## src/rtl/divisor_arbiter.sv

```systemverilog
// Round-robin front end that shares one pipelined signed divider among NREQ requesters.
// A tag shift register tracks owner and divide-by-zero per in-flight op and steers each result back.
module divisor_arbiter_lane #(
  parameter int TAMANYO = 32,
  parameter int IDW     = 2,
  parameter int ID      = 0
) (
  input  logic               CLK,
  input  logic               RSTa,
  input  logic [TAMANYO-1:0] den,
  input  logic               head_v,
  input  logic [IDW-1:0]     head_id,
  output logic               dz,
  output logic               rsp_vld
);
  assign dz = (den == '0);

  always_ff @(posedge CLK or posedge RSTa)
    if (RSTa) rsp_vld <= 1'b0;
    else      rsp_vld <= head_v && (head_id == IDW'(ID));
endmodule

module divisor_arbiter #(
  parameter int TAMANYO = 32,
  parameter int NREQ    = 4,
  parameter int LAT     = 32
) (
  input  logic                           CLK,
  input  logic                           RSTa,
  input  logic [NREQ-1:0]                Req,
  input  logic [NREQ-1:0][TAMANYO-1:0]   NumIn,
  input  logic [NREQ-1:0][TAMANYO-1:0]   DenIn,
  input  logic                           Hold,
  output logic [NREQ-1:0]                Ack,
  output logic                           DivStart,
  output logic [TAMANYO-1:0]             DivNum,
  output logic [TAMANYO-1:0]             DivDen,
  input  logic                           DivDone,
  input  logic [TAMANYO-1:0]             DivCoc,
  input  logic [TAMANYO-1:0]             DivRes,
  output logic [NREQ-1:0]                RspValid,
  output logic [TAMANYO-1:0]             RspCoc,
  output logic [TAMANYO-1:0]             RspRes,
  output logic                           RspDz,
  output logic                           Busy,
  output logic                           Err
);
  localparam int IDW = $clog2(NREQ);

  typedef struct packed {
    logic [IDW-1:0] id;
    logic           dz;
  } tag_t;

  logic [IDW-1:0]  last, gnt_id;
  logic            gnt;
  logic [NREQ-1:0] dz_vec;
  logic [LAT:0]    vld_pipe;
  tag_t [LAT:0]    tag_pipe;
  tag_t            head, new_tag;

  // Index 'off' positions after 'base', wrapping modulo NREQ (NREQ need not be a power of two).
  function automatic logic [IDW-1:0] rr_idx(input logic [IDW-1:0] base, input int off);
    int s;
    s = int'(base) + off;
    if (s >= NREQ) s = s - NREQ;
    return IDW'(s);
  endfunction

  always_comb begin
    Ack    = '0;
    gnt    = 1'b0;
    gnt_id = '0;
    for (int k = 1; k <= NREQ; k++) begin
      if (!gnt && !Hold && !RSTa && Req[rr_idx(last, k)]) begin
        gnt    = 1'b1;
        gnt_id = rr_idx(last, k);
      end
    end
    if (gnt) Ack[gnt_id] = 1'b1;
  end

  always_ff @(posedge CLK or posedge RSTa)
    if (RSTa) begin
      last     <= IDW'(NREQ-1);
      DivStart <= 1'b0;
      DivNum   <= '0;
      DivDen   <= '0;
    end else begin
      DivStart <= gnt;
      if (gnt) begin
        last   <= gnt_id;
        DivNum <= NumIn[gnt_id];
        DivDen <= DenIn[gnt_id];
      end
    end

  assign new_tag = '{id: gnt_id, dz: dz_vec[gnt_id]};
  assign head    = tag_pipe[LAT];

  // Entry LAT lines up with the cycle the divider raises Done for that op.
  always_ff @(posedge CLK or posedge RSTa)
    if (RSTa) begin
      vld_pipe <= '0;
      tag_pipe <= '0;
    end else begin
      vld_pipe <= {vld_pipe[LAT-1:0], gnt};
      tag_pipe <= {tag_pipe[LAT-1:0], new_tag};
    end

  always_ff @(posedge CLK or posedge RSTa)
    if (RSTa) begin
      RspCoc <= '0;
      RspRes <= '0;
      RspDz  <= 1'b0;
      Err    <= 1'b0;
    end else begin
      if (vld_pipe[LAT] != DivDone) Err <= 1'b1;
      if (vld_pipe[LAT]) begin
        RspCoc <= head.dz ? '0 : DivCoc;
        RspRes <= head.dz ? '0 : DivRes;
        RspDz  <= head.dz;
      end
    end

  assign Busy = (|vld_pipe) | DivStart;

  for (genvar i = 0; i < NREQ; i++) begin : g_lane
    divisor_arbiter_lane #(.TAMANYO(TAMANYO), .IDW(IDW), .ID(i)) u_lane (
      .CLK     (CLK),
      .RSTa    (RSTa),
      .den     (DenIn[i]),
      .head_v  (vld_pipe[LAT]),
      .head_id (head.id),
      .dz      (dz_vec[i]),
      .rsp_vld (RspValid[i])
    );
  end
endmodule

```

## config.mk

```make
export PLATFORM = sky130hd
export DESIGN_NAME = divisor_arbiter
export DESIGN_NICKNAME = d
export VERILOG_FILES = /design/src/rtl/divisor_arbiter.sv
export SDC_FILE = /design/constraint.sdc
export NUM_CORES = 1
export LEC_CHECK = 0
export CAP_MARGIN = 20
export CORE_AREA = 2 2 183 185
export DETAILED_ROUTE_END_ITERATION = 10
export DIE_AREA = 0 0 185 187
export PLACE_DENSITY = 0.69
export SYNTH_ARGS = -nofsm -noshare
export SYNTH_HDL_FRONTEND = slang
export SYNTH_HIERARCHICAL = 1
export SYNTH_SLANG_ARGS = --single-unit
```

## constraint.sdc

```tcl
create_clock -name CLK -period 22 [get_ports CLK]
set_clock_uncertainty 0.15 [all_clocks]
set_input_delay 4.4 -clock CLK [delete_from_list [all_inputs] [get_ports CLK]]
set_output_delay 4.4 -clock CLK [all_outputs]
set_load 0.03 [all_outputs]
```

==> out/metrics.csv, run 1 <==
stage;metric;value;unit
run_status;status;complete, no violations;
floorplanning;rows;67;
floorplanning;pin_count;468;
clock_network;cts_max_level;1;
logic_synthesis;synth_top_area_cell;dfrtp_1;
layout;final-seq-area;6710;µm²
power_and_ir_drop;power_frac_clock;29.8;%
global_routing;grt_overflow;0;
worst_setup_path;ff2ff_path_depth;7;
worst_setup_path;setup.worst_path.end_class;output port;
timing;rsz0062_at_grt;false;
logic_synthesis;syn_nets;1297;
placement;hpwl;28300;µm
worst_setup_path;worstSetupStartpoint;RSTa;
global_routing;grt_util_all_layers;21.2;%
drt;drt-total-wl;37700;µm
job;max-cap-violations;0;
worst_setup_path;cp_data_arrival_time;8560;ps
timing;report.final.slew_viol_count;0;
power_and_ir_drop;sw_frac_of_total;33.7;%
drt;via_count;9145;
layout;utilization;51.8;%
clock_network;clkSlewWorstSetupHoldPaths;70;ps
worst_setup_path;r2r_slack;18360;ps
floorplanning;start_util;33.6;%
min_path;worstHoldPathCells;0;
drt;wl_per_cell;20.0;µm
worst_setup_path;r2r-end;DivNum[14]$_DFFE_PP0P_;
layout;multi_input_area;3700;µm²
logic_synthesis;yosys_register_bits;268;
min_path;hold_class;flip-flop to flip-flop;
placement;io_buffers;467;
clock_network;cts_hold_buf;0;
layout;fin_nets;1737;
power_and_ir_drop;p_per_area;99.0;nW/µm²
floorplanning;fp.dieW;185;µm
clock_network;cts_root_buffer;clkbuf_16;
worst_setup_path;cpMostUsedCell;buf_4;
timing;fin_crit;13110;ps
drt;firstDrtPassIters;5;
logic_synthesis;syn-cell-area;11000;µm²
global_routing;grt_pass1_vias;9482;
worst_setup_path;worstPathMaxFanout;70;
power_and_ir_drop;switchingPower;568;µW
logic_synthesis;synth_cell_type_count;44;
timing;hold_viol;0;
layout;layout-drive-gt1-share;7.97;%
logic_synthesis;ys.flop_type;dfrtp_1;
logic_synthesis;yosysWarnings;6;
drt;drc;0;
power_and_ir_drop;peakVddDrop;0.0603;mV
worst_setup_path;cp_slowest_cell;buf_4;
placement;place.gp.congestion;0.868;
min_path;hold_start;tag_pipe[4]$_DFF_PP0_;
timing;period_share;59.6;%
logic_synthesis;synth_area_leaders;dfrtp_1 (60%), mux2i_1 (6.1%), o221ai_1 (5.1%);
worst_setup_path;cpPeakStageDelay;680;ps
logic_synthesis;yosys.area.top_type_share;60.3;%
timing;fin_ws;8890;ps
worst_setup_path;cp_cell_sequence;clkdlybuf4s50_1, nor2_2, o41ai_4, buf_4, and4b_4, buf_4, buf_4, nor2_1, clkdlybuf4s50_1;
logic_synthesis;synthesis.instances;969;
timing;final-setup-viol-count;0;
worst_setup_path;required;17450;ps
power_and_ir_drop;p_seq_share;37.9;%
drt;viasPerCell;4.86;
drt;ant_nets;0;
clock_network;worstSkewPairLatency;560;ps
clock_network;cts_buffers;28;
timing;tightest_slew;951;ps
floorplanning;core;32900;µm²
floorplanning;die_height;187;µm
min_path;hold_end;tag_pipe[7]$_DFF_PP0_;
power_and_ir_drop;leakage;0.00762;µW
timing;slew_headroom;36.6;%
logic_synthesis;synth_edf_count;0;
power_and_ir_drop;p_comb_share;32.3;%
logic_synthesis;seq_area_frac_synth;60.8;%
worst_setup_path;start_kind;primary input;
worst_setup_path;r2r_start;last[1]$_DFFE_PP1P_;
timing;setup_tns;0;ps
floorplanning;die_area;34600;µm²
timing;max_freq;0.0763;GHz
layout;nFillCells;2921;
power_and_ir_drop;intPower;1120;µW
global_routing;grt_pass1_wl;56200;µm
global_routing;antenna_found_initial;2;
clock_network;cts-resized-gates;0;
clock_network;cts_tree;done;
clock_network;cts_buffer_depth;3;
placement;dp_slack;8890;ps
clock_network;cts_setup_buffers;0;
global_routing;grt_max_degree;153;
logic_synthesis;synth.avg_cell_area;11.4;µm²
drt;drt_iter0_markers;600;
layout;area_delta_synth_final;54.3;%
clock_network;clkSinkCount;268;
logic_synthesis;async_reset_ff_share;100;%
worst_setup_path;path_class;primary input to output port;
per-stage QoR:
stage                     instances  instance area, µm²  hold WS (ps)  total power, µW
after floorplan                 969               11000           181              924
after global placement         1827               16000           182             1190
after detailed placement       1827               16000           185             1200
after CTS                      1879               17000           182             1710
after global routing           1881               17000           184             1760
final                          1881               17000           180             1690
cells in the final DEF (no fill, tap or decap), types with 2 or more instances in the layout:
master,count
nor4_2,4
inv_2,2
nor4_1,36
nand4_1,9
inv_1,71
clkbuf_8,5
nor2b_1,4
a21boi_1,7
clkinvlp_4,5
clkbuf_16,28
a31oi_1,2
a21oi_2,39
diode_2,2
buf_4,9
dfrtp_1,265
a21oi_1,31
nand2_1,136
clkinv_2,4
bufinv_16,4
dfstp_2,2
nand2b_1,3
o21bai_1,2
clkdlybuf4s50_1,467
o21ai_0,66
mux2i_1,67
nor2_1,12
o221ai_1,64
clkbuf_1,4
nor3_1,2
a21boi_0,57
metal layers:
| metal | up-vias | global-route usage (%) | wire length, µm |
|---|---|---|---|
| met2 | 405 | 36.5 | 18500 |
| li1 | 4315 | - | - |
| met1 | 4369 | 26.5 | 15100 |
| met4 | 0 | 6.29 | 1030 |
| met3 | 56 | 4.95 | 3120 |
| met5 | - | 0 | 0 |
critical path, delay by kind of cell:
kind                   cells  cell delay [ps]
buffers and inverters      5             3000
AND/OR/NAND/NOR            3              950
AO/OA/AOI/OAI              1              140
registers in the layout (all words and copies together) (netlist names):
name / cells
head: 3
RspDz: 1
DivDen: 32
RspRes: 32
Err: 1
vld_pipe: 33
g_lane.u_lane/rsp_vld: 4
last: 2
DivNum: 32
RspCoc: 32
tag_pipe: 96
synth_stat cells (2+ instances only):
master / n
dfrtp_1: 266
nand2_1: 136
inv_1: 72
mux2i_1: 67
o21ai_0: 66
o221ai_1: 64
a21boi_0: 57
clkbuf_1: 40
a21oi_2: 39
nor4_1: 36
a21oi_1: 31
buf_6: 15
nor2_1: 12
buf_2: 9
nand4_1: 9
a21boi_1: 7
nor2b_1: 5
nor4_2: 4
nand2b_1: 3
a31oi_1: 2
buf_4: 2
dfstp_2: 2
inv_2: 2
nor3_1: 2
o21bai_1: 2
power by group through the flow:
stage                     logic, µW  clock network, µW  registers [µW]
after global placement          546                  0             645
after floorplan                 160                  0             764
final                           545                501             639
after global routing            579                537             649
after CTS                       551                516             639
after detailed placement        550                  0             646
worst max-delay path by stage:
stage	to	slack (ps)	depth (start not counted)
4_1_cts	Ack[1]	8860	9
2_1_floorplan	DivDen[0]$_DFFE_PP0P_	10180	1
6_report	Ack[1]	8890	9
3_3_place_gp	Ack[1]	8930	9
3_5_place_dp	Ack[1]	8890	9
5_1_grt	Ack[1]	8540	9
cell families after synthesis:
| group | synth area share (%) |
|---|---|
| AOI/OAI and AO/OA | 17.9 |
| DFF | 60.8 |
| and+or+nand+nor | 9.08 |
| buffers and inverters | 5.98 |
| muxes | 6.18 |
| xor gates and xnor gates | 0.0794 |
area by class of cell:
type                    instances  share of cell area, %
flip-flops and latches        268                   39.4
repair buffers                477                   28.0
multi-input cells             560                   21.7
clock buffers                  37                   4.61
well taps                     448                   3.29
inverters                      74                   1.68
clock inverters                15                   1.27
diodes                          2                 0.0294
(Power assumes the default switching activity.)
==> run 2, diff against run 1 <==
Settings changed: CORE_AREA 2 2 183 185 to 2 2 182 184, DIE_AREA 0 0 185 187 to 0 0 184 186, PLACE_DENSITY 0.69 to 0.72.
Clock period 22 ns to 12 ns, I/O delays scaled along.
==> out/metrics.csv, run 2 (synthesized netlist as in run 1, its figures left out) <==
stage;metric;value;unit;change
placement;post-place-cells;1787;;-2.2%
timing;max_freq;0.122;GHz;
worst_setup_path;cpPeakStageDelay;770;ps;+90 ps
power_and_ir_drop;peakVddDrop;0.123;mV;+100%
drt;via_count;9265;;+1.3%
worst_setup_path;required;9450;ps;-8000 ps
clock_network;cts_buffers;28;;unchanged
min_path;hold_end;tag_pipe[57]$_DFF_PP0_;;
clock_network;cts_setup_buffers;0;;unchanged
layout;layout-drive-gt1-share;7.76;%;-0.21 points
layout;fin_cells;1841;;-2.1%
floorplanning;die_area;34200;µm²;-1.1%
worst_setup_path;worstPathMaxFanout;28;;-60%
clock_network;cts_root_buffer;clkbuf_16;;
floorplanning;core;32200;µm²;-2.0%
timing;tightest_slew;1090;ps;+137 ps
layout;utilization;52.8;%;+0.96 points
worst_setup_path;r2r_start;last[1]$_DFFE_PP1P_;;
min_path;hold_start;tag_pipe[54]$_DFF_PP0_;;
placement;place.gp.congestion;0.882;;+1.6%
floorplanning;pin_count;468;;unchanged
clock_network;cts_tree;done;;
drt;wl_per_cell;20.4;µm;+2.0%
power_and_ir_drop;p_per_area;183;nW/µm²;+85%
timing;slew_headroom;27.5;%;-9.1 points
placement;hpwl;27900;µm;-1.4%
drt;drt_iter0_markers;417;;-31%
drt;ant_nets;0;;unchanged
drt;drt-total-wl;37600;µm;-0.21%
power_and_ir_drop;leakage;0.00764;µW;+0.26%
timing;hold_viol;0;;unchanged
worst_setup_path;cp_cell_sequence;clkdlybuf4s50_1, o21bai_1, a21oi_1, o2111ai_4, buf_4, inv_1, nor2_1, clkdlybuf4s50_1;;
layout;largest_reg_flops;96;;unchanged
worst_setup_path;critPathBufInv;4;;-1
clock_network;cts_hold_buf;0;;unchanged
timing;rsz0062_at_grt;false;;
run_status;status;complete, no violations;;
layout;layout_common_cells;clkdlybuf4s50_1 (467), dfrtp_1 (265), nand2_1 (136), inv_1 (71), mux2i_1 (67);;
global_routing;grt_overflow;0;;unchanged
min_path;worstHoldPathCells;0;;unchanged
clock_network;cts-resized-gates;0;;unchanged
placement;io_buffers;467;;unchanged
timing;period_share;68.1;%;
worst_setup_path;r2r-end;DivNum[13]$_DFFE_PP0P_;;
worst_setup_path;path_class;primary input to output port;;
floorplanning;rows;66;;-1.5%
layout;top_regs;tag_pipe: 96 flops, vld_pipe: 33 flops;;
floorplanning;start_util;34.3;%;+0.68 points
clock_network;cts_max_level;1;;unchanged
floorplanning;die_height;186;µm;-0.53%
timing;final-setup-viol-count;0;;unchanged
timing;setup_tns;0;ps;unchanged
worst_setup_path;cpMostUsedCell;clkdlybuf4s50_1;;
worst_setup_path;cp_data_arrival_time;5630;ps;-2930 ps
drt;viasPerCell;5.03;;+3.5%
min_path;hold_class;flip-flop to flip-flop;;
layout;area_delta_synth_final;54.0;%;
global_routing;grt_pass1_vias;9375;;-1.1%
global_routing;antenna_found_initial;3;;+1
worst_setup_path;cp_slowest_cell;o2111ai_4;;
drt;firstDrtPassIters;5;;unchanged
layout;layout_commonest_cell;clkdlybuf4s50_1;;
global_routing;grt_max_degree;123;;-20%
worst_setup_path;start_kind;primary input;;
clock_network;worstSkewPairLatency;540;ps;-20 ps
clock_network;clkSlewWorstSetupHoldPaths;60;ps;about the same
worst_setup_path;cpLargestDelayFamily;buffers and inverters;;
global_routing;grt_pass1_wl;54100;µm;-3.7%
clock_network;clkSinkCount;268;;unchanged
worst_setup_path;ff2ff_path_depth;6;;-1
drt;drc;0;;unchanged
worst_setup_path;setup.worst_path.end_class;output port;;
timing;report.final.slew_viol_count;0;;unchanged
layout;fin_nets;1737;;unchanged
layout;regMostFlops;tag_pipe;;
floorplanning;fp.dieW;184;µm;-0.54%
timing;fin_crit;8180;ps;
clock_network;cts_buffer_depth;3;;unchanged
global_routing;grt_util_all_layers;20.8;%;-0.40 points
job;max-cap-violations;0;;unchanged
worst_setup_path;r2r_slack;7890;ps;-10470 ps
==> run 2: worst max path at each step <==
stage	slack, ps	depth (start not counted)	end	startpoint
3_3_place_gp	3840	8	Ack[0]	Req[2]
4_1_cts	3830	8	Ack[0]	Req[2]
3_5_place_dp	3830	8	Ack[0]	Req[2]
2_1_floorplan	2180	1	DivDen[0]$_DFFE_PP0P_	RSTa
6_report	3820	8	Ack[0]	Req[2]
5_1_grt	3640	8	Ack[0]	Req[2]
==> run 2: area by class of cell <==
type / count / area (µm²)
repair buffers: 477 / 4750
flip-flops and latches: 268 / 6710
clock inverters: 12 / 238
multi-input cells: 560 / 3700
diodes: 2 / 5.00
fillers: 2829 / 15200
well taps: 408 / 510
inverters: 74 / 285
clock buffers: 40 / 796
==> run 2: through the flow <==
stage	setup WS (ps)	total power [µW]	hold slack (ps)	cell area, µm²
floorplan	2180	1690	181	11000
global placement	3840	2170	182	16000
detailed placement	3830	2190	185	16000
CTS	3830	3160	188	17000
global route	3640	3270	200	17000
finish	3820	3120	189	17000
==> run 2: report_power, final <==
part | switching [µW] | total, µW | internal, µW
Combinational | 568 | 999 | 431
Sequential | 99.9 | 1170 | 1070
Clock | 360 | 953 | 592
==> run 2: worst reg2reg max path, stage by stage, from the launching register on <==
cell,delay [ps]
dfstp_2,640
o31ai_2,130
o2111ai_4,780
buf_4,770
buf_4,930
mux2i_1,370
o221ai_1,160
==> run 2: layer usage <==
layer | track usage [%] | up-vias | wire length [µm]
met5 | 0 | - | 18
met3 | 5.97 | 70 | 3380
met1 | 25.2 | 4430 | 14500
met4 | 8.29 | 2 | 1360
met2 | 35.2 | 457 | 18300
li1 | - | 4306 | -
==> run 3, diff against run 2 <==
Settings changed: CORE_AREA 2 2 182 184 to 2 2 184 186, DIE_AREA 0 0 184 186 to 0 0 186 188, PLACE_DENSITY 0.72 to 0.69.
Clock period 12 ns to 7.9 ns, I/O delays scaled along.
==> out/metrics.csv, run 3 (synthesized netlist as in run 1, its figures left out) <==
stage;metric;value;unit;change
drt;top_layer;met4;;
drt;drc;0;;unchanged
min_path;hold_class;flip-flop to flip-flop;;
worst_setup_path;r2r_slack;4370;ps;-3520 ps
timing;max_freq;0.165;GHz;
floorplanning;die_area;35000;µm²;+2.2%
clock_network;worstSkewPairLatency;550;ps;about the same
clock_network;cts_max_level;1;;unchanged
worst_setup_path;r2r_start;last[1]$_DFFE_PP1P_;;
timing;rsz0062_at_grt;false;;
drt;drt-total-wl;36900;µm;-2.0%
power_and_ir_drop;peakVddDrop;0.166;mV;+35%
layout;nFillCells;2933;;+3.7%
layout;multi_input_area;3700;µm²;unchanged
layout;fin_cells;1886;;+2.4%
drt;ant_nets;0;;unchanged
worst_setup_path;path_class;primary input to output port;;
layout;utilization;51.4;%;-1.4 points
clock_network;cts_tree;done;;
drt;wl_per_cell;19.5;µm;-4.3%
power_and_ir_drop;p_per_area;272;nW/µm²;+48%
floorplanning;pin_count;468;;unchanged
timing;final-setup-viol-count;0;;unchanged
timing;hold_viol;0;;unchanged
drt;viasPerCell;4.91;;-2.4%
global_routing;antenna_found_initial;4;;+1
drt;drt-met1-wl;14200;µm;-2.1%
layout;final-seq-area;6710;µm²;unchanged
worst_setup_path;start_kind;primary input;;
run_status;status;complete, no violations;;
min_path;hold_end;tag_pipe[37]$_DFF_PP0_;;
power_and_ir_drop;leakage;0.00761;µW;-0.37%
clock_network;cts-resized-gates;0;;unchanged
global_routing;grt_pass1_wl;54700;µm;+0.99%
clock_network;cts_buffers;29;;+3.6%
layout;layout_common_cells;clkdlybuf4s50_1 (467), dfrtp_1 (265), nand2_1 (136), inv_1 (71), mux2i_1 (67);;
worst_setup_path;required;6170;ps;-3280 ps
timing;hold-worst-slack;187;ps;-2.48 ps
global_routing;grt_util_all_layers;20.4;%;-0.47 points
drt;wl_met3;3330;µm;-1.4%
timing;period_share;76.9;%;
timing;fin_crit;6080;ps;
layout;largest_reg_flops;96;;unchanged
floorplanning;die_height;188;µm;+1.1%
drt;drt_iter0_markers;508;;+22%
clock_network;cts_root_buffer;clkbuf_16;;
timing;setup_tns;0;ps;unchanged
worst_setup_path;ff2ff_path_depth;7;;+1
drt;firstDrtPassIters;4;;-1
floorplanning;start_util;33.3;%;-0.94 points
floorplanning;rows;67;;+1.5%
timing;report.final.slew_viol_count;0;;unchanged
global_routing;grt_overflow;0;;unchanged
layout;area_delta_synth_final;54.1;%;about the same
placement;io_buffers;467;;unchanged
placement;hpwl;27500;µm;-1.4%
layout;layout-drive-gt1-share;8.09;%;+0.33 points
clock_network;clkSlewWorstSetupHoldPaths;60;ps;about the same
layout;regMostFlops;tag_pipe;;
worst_setup_path;setup.worst_path.end_class;output port;;
worst_setup_path;worstSetupStartpoint;Req[2];;
layout;fin_nets;1739;;+0.12%
global_routing;grt_max_degree;159;;+29%
clock_network;cts_setup_buffers;0;;unchanged
min_path;hold_start;tag_pipe[34]$_DFF_PP0_;;
placement;place.gp.congestion;0.910;;+3.2%
worst_setup_path;r2r-end;DivNum[4]$_DFFE_PP0P_;;
drt;via_count;9261;;-0.043%
clock_network;cts_hold_buf;0;;unchanged
drt;wl_met2;17800;µm;-3.1%
worst_setup_path;cp_data_arrival_time;4350;ps;-1280 ps
timing;slew_headroom;35.5;%;+8.1 points
floorplanning;core;33100;µm²;+2.8%
min_path;worstHoldPathCells;0;;unchanged
layout;layout_commonest_cell;clkdlybuf4s50_1;;
job;max-cap-violations;0;;unchanged
clock_network;cts_buffer_depth;3;;unchanged
layout;top_regs;tag_pipe: 96 flops, vld_pipe: 33 flops;;
worst_setup_path;worstPathMaxFanout;94;;+240%
clock_network;clkSinkCount;268;;unchanged
global_routing;grt_pass1_vias;9695;;+3.4%
timing;tightest_slew;967;ps;-121 ps
floorplanning;fp.dieW;186;µm;+1.1%
placement;post-place-cells;1827;;+2.2%
-- run 3: worst max path at each step --
stage	slack (ps)	depth (start not counted)	end
after floorplan	2690	1	DivDen[0]$_DFFE_PP0P_
after global placement	1850	8	Ack[0]
after detailed placement	1860	8	Ack[0]
after CTS	1860	8	Ack[0]
after global routing	1640	8	Ack[0]
final	1820	8	Ack[0]
-- run 3: area by class of cell --
cell class                 count  area share (%)
clock buffer                  40            4.86
inverter                      74            1.65
sequential                   268            39.4
multi-input combinational    560            21.8
antenna                        4          0.0588
clock inverter                14           0.743
tap                          448            3.29
timing repair buffer         478            28.2
-- run 3: worst max-delay path, stage by stage --
cell and delay (ps):
clkdlybuf4s50_1 750, o21bai_1 180, a21oi_1 130, o2111ai_4 250
buf_12 420, inv_1 120, nor2_1 130, clkdlybuf4s50_1 720
-- run 3: power breakdown --
part	total (µW)	internal, µW	switching, µW
clock	1330	770	556
combinational	1520	657	864
sequential	1770	1620	151
-- run 3: per-stage QoR --
step           worst slack (ps)  total power, µW  cell area (µm²)
5_1_grt                    1640             4850            17000
3_3_place_gp               1850             3310            16000
4_1_cts                    1860             4680            17000
3_5_place_dp               1860             3330            16000
6_report                   1820             4620            17000
2_1_floorplan              2690             2570            11000
-- run 3: layer usage --
layer,up-vias,global-route usage [%]
met1,4424,24.2
met5,-,0
met4,0,9.30
met2,440,34.0
li1,4324,-
met3,73,5.69
